`config.mk`:
```
export PLATFORM = sky130hd
export DESIGN_NAME = bit_serial_adder
export DESIGN_NICKNAME = d
export VERILOG_FILES = /design/src/rtl/bit_serial_adder_pkg.sv /design/src/rtl/bit_serial_adder_fa_cell.sv /design/src/rtl/bit_serial_adder.sv
export SDC_FILE = /design/constraint.sdc
export NUM_CORES = 1
export LEC_CHECK = 0
export CAP_MARGIN = 20
export CORE_MARGIN = 4
export CORE_UTILIZATION = 36
export DETAILED_ROUTE_END_ITERATION = 10
export PLACE_DENSITY = 0.58
export SETUP_SLACK_MARGIN = 0.15
export SLEW_MARGIN = 5
export SYNTH_ARGS = -nofsm -noshare
export SYNTH_HDL_FRONTEND = slang
export SYNTH_SLANG_ARGS = --single-unit
```
`constraint.sdc`:
```
create_clock -name clk -period 1.8 [get_ports clk]
set_input_delay 0.36 -clock clk [delete_from_list [all_inputs] [get_ports clk]]
set_output_delay 0.36 -clock clk [all_outputs]
set_load 0.02 [all_outputs]
```
`src/rtl/bit_serial_adder_pkg.sv`:
```
// Shared types and helpers for the bit-serial adder.
// Optional feature macro used by the top: BIT_SERIAL_ADDER_OVF_EN.
package bit_serial_adder_pkg;

  // Controller states; encodings are fixed so waveforms read the same across builds.
  typedef enum logic [1:0] {
    IDLE = 2'b00,
    RUN  = 2'b01,
    DONE = 2'b10
  } state_t;

  // Bit-counter width for a given operand width, never less than one bit.
  function automatic int cnt_width(input int width);
    int w;
    w = $clog2(width);
    return (w < 1) ? 1 : w;
  endfunction

endpackage

```
`src/rtl/bit_serial_adder_fa_cell.sv`:
```
// Combinational 1-bit full adder, the only arithmetic in the bit-serial adder.
module fa_cell (
  input  logic a,
  input  logic b,
  input  logic ci,
  output logic s,
  output logic co
);

  assign s  = a ^ b ^ ci;
  assign co = (a & b) | (ci & (a ^ b));

endmodule

```
`src/rtl/bit_serial_adder.sv`:
```
// Bit-serial adder: one full-adder cell, one bit per clock, LSB first.
// Operands come in over a valid/ready handshake, the {cout,sum} result leaves
// over another. A result appears WIDTH clocks after the accepting edge.
// Optional macro BIT_SERIAL_ADDER_OVF_EN adds the signed-overflow output ovf.
module bit_serial_adder
  import bit_serial_adder_pkg::*;
#(
  parameter int WIDTH = 8
) (
  input  logic             clk,
  input  logic             rst,
  input  logic             in_valid,
  output logic             in_ready,
  input  logic [WIDTH-1:0] a,
  input  logic [WIDTH-1:0] b,
  input  logic             cin,
  output logic             out_valid,
  input  logic             out_ready,
  output logic [WIDTH-1:0] sum,
  output logic             cout
`ifdef BIT_SERIAL_ADDER_OVF_EN
  ,
  output logic             ovf
`endif
);

  localparam int CNT_W = cnt_width(WIDTH);
  localparam logic [CNT_W-1:0] LAST_BIT = CNT_W'(WIDTH - 1);

  state_t state;
  state_t next_state;

  logic [WIDTH-1:0] a_sh;
  logic [WIDTH-1:0] b_sh;
  logic [WIDTH-1:0] sum_sh;
  logic [WIDTH-1:0] sum_next;
  logic [WIDTH-1:0] sum_q;
  logic             carry;
  logic             cout_q;
  logic [CNT_W-1:0] cnt;
  logic             accept;
  logic             last_bit;
  logic             fa_s;
  logic             fa_co;

  assign accept   = in_valid && (state == IDLE);
  assign last_bit = (state == RUN) && (cnt == LAST_BIT);

  // The new sum bit enters at the MSB end so that after WIDTH shifts the LSB sits at bit 0.
  assign sum_next = (sum_sh >> 1) | (WIDTH'(fa_s) << (WIDTH - 1));

  fa_cell u_fa (
    .a  (a_sh[0]),
    .b  (b_sh[0]),
    .ci (carry),
    .s  (fa_s),
    .co (fa_co)
  );

  // State register.
  always_ff @(posedge clk or posedge rst) begin
    if (rst) begin
      state <= IDLE;
    end else begin
      state <= next_state;
    end
  end

  // Next-state logic: accept only in IDLE, finish on the last bit, release on out_ready.
  always_comb begin
    next_state = state;
    unique case (state)
      IDLE:    if (accept)    next_state = RUN;
      RUN:     if (last_bit)  next_state = DONE;
      DONE:    if (out_ready) next_state = IDLE;
      default:                next_state = IDLE;
    endcase
  end

  // Operand shifters, carry flop, bit counter and the held result registers.
  always_ff @(posedge clk or posedge rst) begin
    if (rst) begin
      a_sh   <= '0;
      b_sh   <= '0;
      sum_sh <= '0;
      carry  <= 1'b0;
      cnt    <= '0;
      sum_q  <= '0;
      cout_q <= 1'b0;
    end else begin
      unique case (state)
        IDLE: begin
          if (accept) begin
            a_sh   <= a;
            b_sh   <= b;
            sum_sh <= '0;
            carry  <= cin;
            cnt    <= '0;
          end
        end
        RUN: begin
          a_sh   <= a_sh >> 1;
          b_sh   <= b_sh >> 1;
          sum_sh <= sum_next;
          carry  <= fa_co;
          cnt    <= cnt + CNT_W'(1);
          if (last_bit) begin
            sum_q  <= sum_next;
            cout_q <= fa_co;
          end
        end
        default: begin
        end
      endcase
    end
  end

`ifdef BIT_SERIAL_ADDER_OVF_EN
  logic carry_msb_q;

  // Remember the carry entering the MSB; overflow is that carry differing from cout.
  always_ff @(posedge clk or posedge rst) begin
    if (rst) begin
      carry_msb_q <= 1'b0;
    end else if (last_bit) begin
      carry_msb_q <= carry;
    end
  end

  assign ovf = carry_msb_q ^ cout_q;
`endif

  assign in_ready  = (state == IDLE);
  assign out_valid = (state == DONE);
  assign sum       = sum_q;
  assign cout      = cout_q;

endmodule

```
# After elaboration in Yosys (flattened, before gate mapping)
# Index checks and enable logic that the tools add are counted.
# Widths: inputs -> output; s select.
dict set report classes {
  add_sub_neg 1
  n_reduce_logical 7
  bitwise_logic 6
  mux 14
  n_eq_ne 6
}
# operator n
set ops {}
lappend ops {{$pmux 8 s2} 3}
lappend ops {{$mux 8} 3}
lappend ops {{$or 7x8->8} 1}
lappend ops {{$mux 2} 3}
lappend ops {{$pmux 2 s3} 1}
lappend ops {{$pmux 3 s2} 1}
lappend ops {{$ne 2x1->1 const B} 2}
lappend ops {{$reduce_and 2->1} 2}
lappend ops {{$add 3x1->3 const B} 1}
lappend ops {{$eq 3x3->1 const B} 1}
lappend ops {{$mux 3} 1}
lappend ops {{$reduce_and 3->1} 1}
lappend ops {{$and 1x1->1} 2}
lappend ops {{$eq 2x1->1 const B} 1}
lappend ops {{$eq 2x2->1 const B} 1}
lappend ops {{$logic_and 1x1->1} 2}
lappend ops {{$logic_not 2->1} 1}
lappend ops {{$ne 2x2->1 const B} 1}
lappend ops {{$pmux 1 s2} 1}
lappend ops {{$reduce_bool 2->1} 1}
lappend ops {{$xor 1x1->1} 2}
lappend ops {{$mux 1} 1}
lappend ops {{$or 1x1->1} 1}
dict set report totals {
  inputBits 21
  output_inout_bits 11
  regBits 39
  wordCells 42
}

# Longest topological paths before layout
dict set report logic_depth {
  word_depth 4
  ltp_mapped 5
  ltp_nobuf 4
}

# Hierarchy
# Synthesis repeated with hierarchy kept, for this count alone.
dict set report hier_totals {
  hier_cells 146
  area_unflattened_um2 1909.3
}
# mod area_per_inst_um2 cells_per_inst n_inst seq_area_each_um2
set by_module_without_submodules {}
lappend by_module_without_submodules {bit_serial_adder 1889.3 145 1 950.9}
lappend by_module_without_submodules {fa_cell 20.0 1 1 0.0}

# Worst setup path after synthesis
# Ideal clock, no wire load.
dict set report synth_path {
  path_kind {flip-flop to flip-flop}
  start {register cnt[0]}
  end {register cout_q (netlist: cout)}
  stages_incl_launch_ff 6
  path_slack_ns 0.372
  path_buffers 1
  t_required_ns 1.675
  setup_time_ns 0.125
  period_less_slack_ns 1.428
  arrival_ns 1.303
  cell_sequence {dfrtp_1 > ha_1 > ha_1 > nand3b_1 > buf_4 > mux2_4}
}
dict set report synth_between {
  elab_chain_cells 3
}
# item line
set synth_lines {}
lappend synth_lines {{from (decl)} bit_serial_adder.sv:40} ;# logic [CNT_W-1:0] cnt;
lappend synth_lines {{from (signal assigned)} bit_serial_adder.sv:106} ;# cnt <= cnt + CNT_W'(1);
lappend synth_lines {{$eq 3x3->1} bit_serial_adder.sv:47} ;# assign last_bit = (state == RUN) && (cnt == LAST_BIT);
lappend synth_lines {{$logic_and 1x1->1} bit_serial_adder.sv:47}
lappend synth_lines {{$reduce_and 2->1 (no line)} n/a}
lappend synth_lines {{to (signal assigned)} bit_serial_adder.sv:109} ;# cout_q <= fa_co;
lappend synth_lines {{to (decl)} bit_serial_adder.sv:39} ;# logic cout_q;
# Every way passes these cells.
# A chain may end at the register's enable or synchronous reset.

# Worst setup path in the final report
dict set report layout_path {
  start {register sum_q[5] (netlist: sum[5])}
  end {output sum[5]}
}
# item line
set layout_lines {}
lappend layout_lines {{from (decl)} bit_serial_adder.sv:37} ;# logic [WIDTH-1:0] sum_q;
lappend layout_lines {{from (signal assigned)} bit_serial_adder.sv:108} ;# sum_q <= sum_next;
lappend layout_lines {{to (decl)} bit_serial_adder.sv:19} ;# output logic [WIDTH-1:0] sum,
# No word-level cell between the ends.

==> results.json <==
{
  "status": "finished clean",
  "fin_cells": 256,
  "track_usage_pct": 13.5,
  "start_kind": "flip-flop",
  "fin_total_pwr_mw": 3.87,
  "crit_arrival_ns": 1.26,
  "required_ns": 1.44,
  "place_congestion": 0.784,
  "rows": 26,
  "ys_ff_latch": 38,
  "dieArea_mm2": 0.00648,
  "drv_slew": 0,
  "powerDensity_mw_per_mm2": 1610,
  "p_int_mw": 2.48,
  "wl_um": 3880,
  "grt_start_max_net_pins": 39,
  "cts_buffer_depth": 2,
  "fin_crit_sh_pct": 90.1,
  "initial_core_util_pct": 37.1,
  "cp_max_fo": 2,
  "placedCellCount": 247,
  "ant_nets": 0,
  "cp_slowest_cell": "clkdlybuf4s50_1",
  "synth_fp_nets": 170,
  "clk_latency_ns": 0.30,
  "io_pins": 32,
  "timing.fmax_ghz": 0.617,
  "vias": 1277,
  "grt_pass1_wl_um": 6760,
  "final_nets": 209,
  "final_cell_mix": "38 x dfrtp_1, 21 x clkdlybuf4s50_1, 18 x inv_1",
  "routed_via_density": 4.99,
  "antenna_found_initial": 0,
  "cts-root-buf": "clkbuf_8",
  "period_minus_slack_ns": 1.62,
  "p_seq_share_pct": 38.1,
  "num_antenna_cells": 0,
  "drc": 0,
  "critPathBufInv": 1,
  "hp-class": "primary input to asynchronous set/reset pin",
  "cts_tree": "done",
  "ir_worst_vdd_mv": 0.611,
  "critical-path-top-delay-family": "buffers and inverters",
  "leakage_nw": 1.21,
  "rsz0062_at_grt": "false",
  "numCtsBuffers": 5,
  "slowest_delay_ns": 0.61,
  "fp.dieH_um": 80.5,
  "drive_gt1_share_pct": 25.8,
  "swShare_pct": 35.8,
  "die_x_um": 80.5,
  "p_sw_mw": 1.39,
  "hold_violations": 0,
  "synth.distinct_cells": 27,
  "ys_warn_count": 0,
  "drv_cap": 0,
  "synthCells": 146,
  "dr.pass1.iters": 4,
  "postCtsHoldBufs": 0,
  "routedWlPerCell_um": 15.2,
  "clk_pin_slew_ns": 0.08,
  "grt.overflow.total": 0,
  "setup_viol_count_final": 0,
  "max_slew_margin_pct": 56.1,
  "synth.cell_area_mm2": 0.00189,
  "grt_pass1_vias": 1405,
  "drtIter0Drc": 19,
  "combinationalPowerShare_pct": 45.6,
  "tightest_slew_ns": 0.658,
  "avgSynthCellArea_um2": 13.0,
  "worstSetupEndpointType": "output port",
  "clock-sinks": 38,
  "postCtsSetupBuffers": 0,
  "final_common_cell": "dfrtp_1",
  "clockPowerShare_pct": 16.2,
  "ys_seq_area_share_pct": 50.2,
  "dpl.hpwl_um": 2670,
  "h-tree-depth": 2,
  "path_class": "flip-flop to output port",
  "coreArea_mm2": 0.00511,
  "port_buffers": 31,
  "fin_skew_ns": 0.00945,
  "crit_chain": "clkdlybuf4s50_1",
  "area_growth_pct": 27.0
}
[synthesized netlist by cell type (all sizes together)]
master   number  area share [%]
dfrtp        38              50
inv          18             3.6
a221oi       14              10
nor3b        14             6.3
buf          11             5.4
nor2         11             2.6
mux2         10             7.7
a22o          9             4.2
nor2b         8             2.6
ha            2             1.3
a222oi        1            0.53
a32o          1            0.53
fa            1             1.1
nand2         1            0.20
nand2b        1            0.33
nand3b        1            0.40
nand4bb       1            0.59
o21ai         1            0.26
o21ba         1            0.53
o21bai        1            0.99
o311ai        1            0.46
[power by group through the flow]
stage,registers [mW],clock network (mW),logic (mW)
after floorplan,1.54,0,1.24
after global placement,1.48,0,1.74
after detailed placement,1.50,0,1.80
after CTS,1.49,0.639,1.82
after global routing,1.53,0.676,1.96
final,1.48,0.628,1.77
[final timing paths]
kind / start / end / slack, ns / depth (start not counted)
worst max-delay path: sum[5]$_DFFE_PP0P_ / sum[5] / 0.18 / 1
worst min-delay path: rst / sum[3]$_DFFE_PP0P_ / 0.49 / 3
max in group asynchronous: rst / a_sh[7]$_DFFE_PP0P_ / 0.96 / 3
worst min register to register: cnt[1]$_DFFE_PP0P_ / cnt[1]$_DFFE_PP0P_ / 0.51 / 1
min in group clk: cnt[1]$_DFFE_PP0P_ / cnt[1]$_DFFE_PP0P_ / 0.51 / 1
worst max register to register: cnt[0]$_DFFE_PP0P_ / sum[4]$_DFFE_PP0P_ / 0.29 / 5
[worst reg2reg max path, stage by stage (launching register included)]
cell and delay, ns:
dfrtp_1 0.40, ha_1 0.21, ha_1 0.20, nand3b_1 0.13, buf_12 0.16, mux2_4 0.30
[flip-flops by register name, summed over array words and instances, names as in the netlist]
| register | cells |
|---|---|
| sum_sh | 7 |
| carry | 1 |
| b_sh | 8 |
| sum | 8 |
| cnt | 3 |
| cout | 1 |
| a_sh | 8 |
| state | 2 |
[layout make-up]
| type | count | area, um^2 |
|---|---|---|
| Timing Repair Buffer | 42 | 419 |
| Multi-Input combinational cell | 80 | 783 |
| Clock buffer | 6 | 82.6 |
| Tap cell | 70 | 87.6 |
| Inverter | 18 | 67.6 |
| Fill cell | 473 | 2700 |
| Sequential cell | 38 | 951 |
| Clock inverter | 2 | 12.5 |
[per-stage QoR]
stage	hold slack [ns]	setup WS, ns	area (um^2)	utilization (%)	setup TNS, ns
2_1_floorplan	0.466	0.372	1890	-	0
3_3_place_gp	0.486	-0.0253	2280	44.7	-0.0750
3_5_place_dp	0.491	-0.0852	2280	44.7	-0.385
4_1_cts	0.516	0.122	2390	46.7	0
5_1_grt	0.530	0.154	2400	47.1	0
6_report	0.493	0.179	2400	47.1	0
[cell families (layout without fill, tap and decap cells)]
kind of cell | after synthesis | after routing | synth area share (%)
AOI/OAI and AO/OA | 29 | 30 | 17.6
adders and majority gates | 3 | 3 | 2.38
buffers and inverters | 29 | 68 | 8.99
DFF | 38 | 38 | 50.2
muxes | 10 | 10 | 7.73
and+or+nand+nor | 37 | 37 | 13.1
[metal layers]
layer	GRT usage, %	part of all wire [%]	vias to the layer above
met5	0	0	-
met4	5.07	1.3	0
met3	3.14	4.6	6
met2	23.3	49	26
met1	16.2	45	643
li1	-	-	602
[repair_timing]
action                                 4_1_cts  5_1_grt
gates cloned                                 1        0
pin swaps                                    1        0
setup endpoints to repair                    7        9
endpoints found under the hold margin        0        0
resized for setup                            2       10
Note: power is estimated with default switching activity, not from simulation.
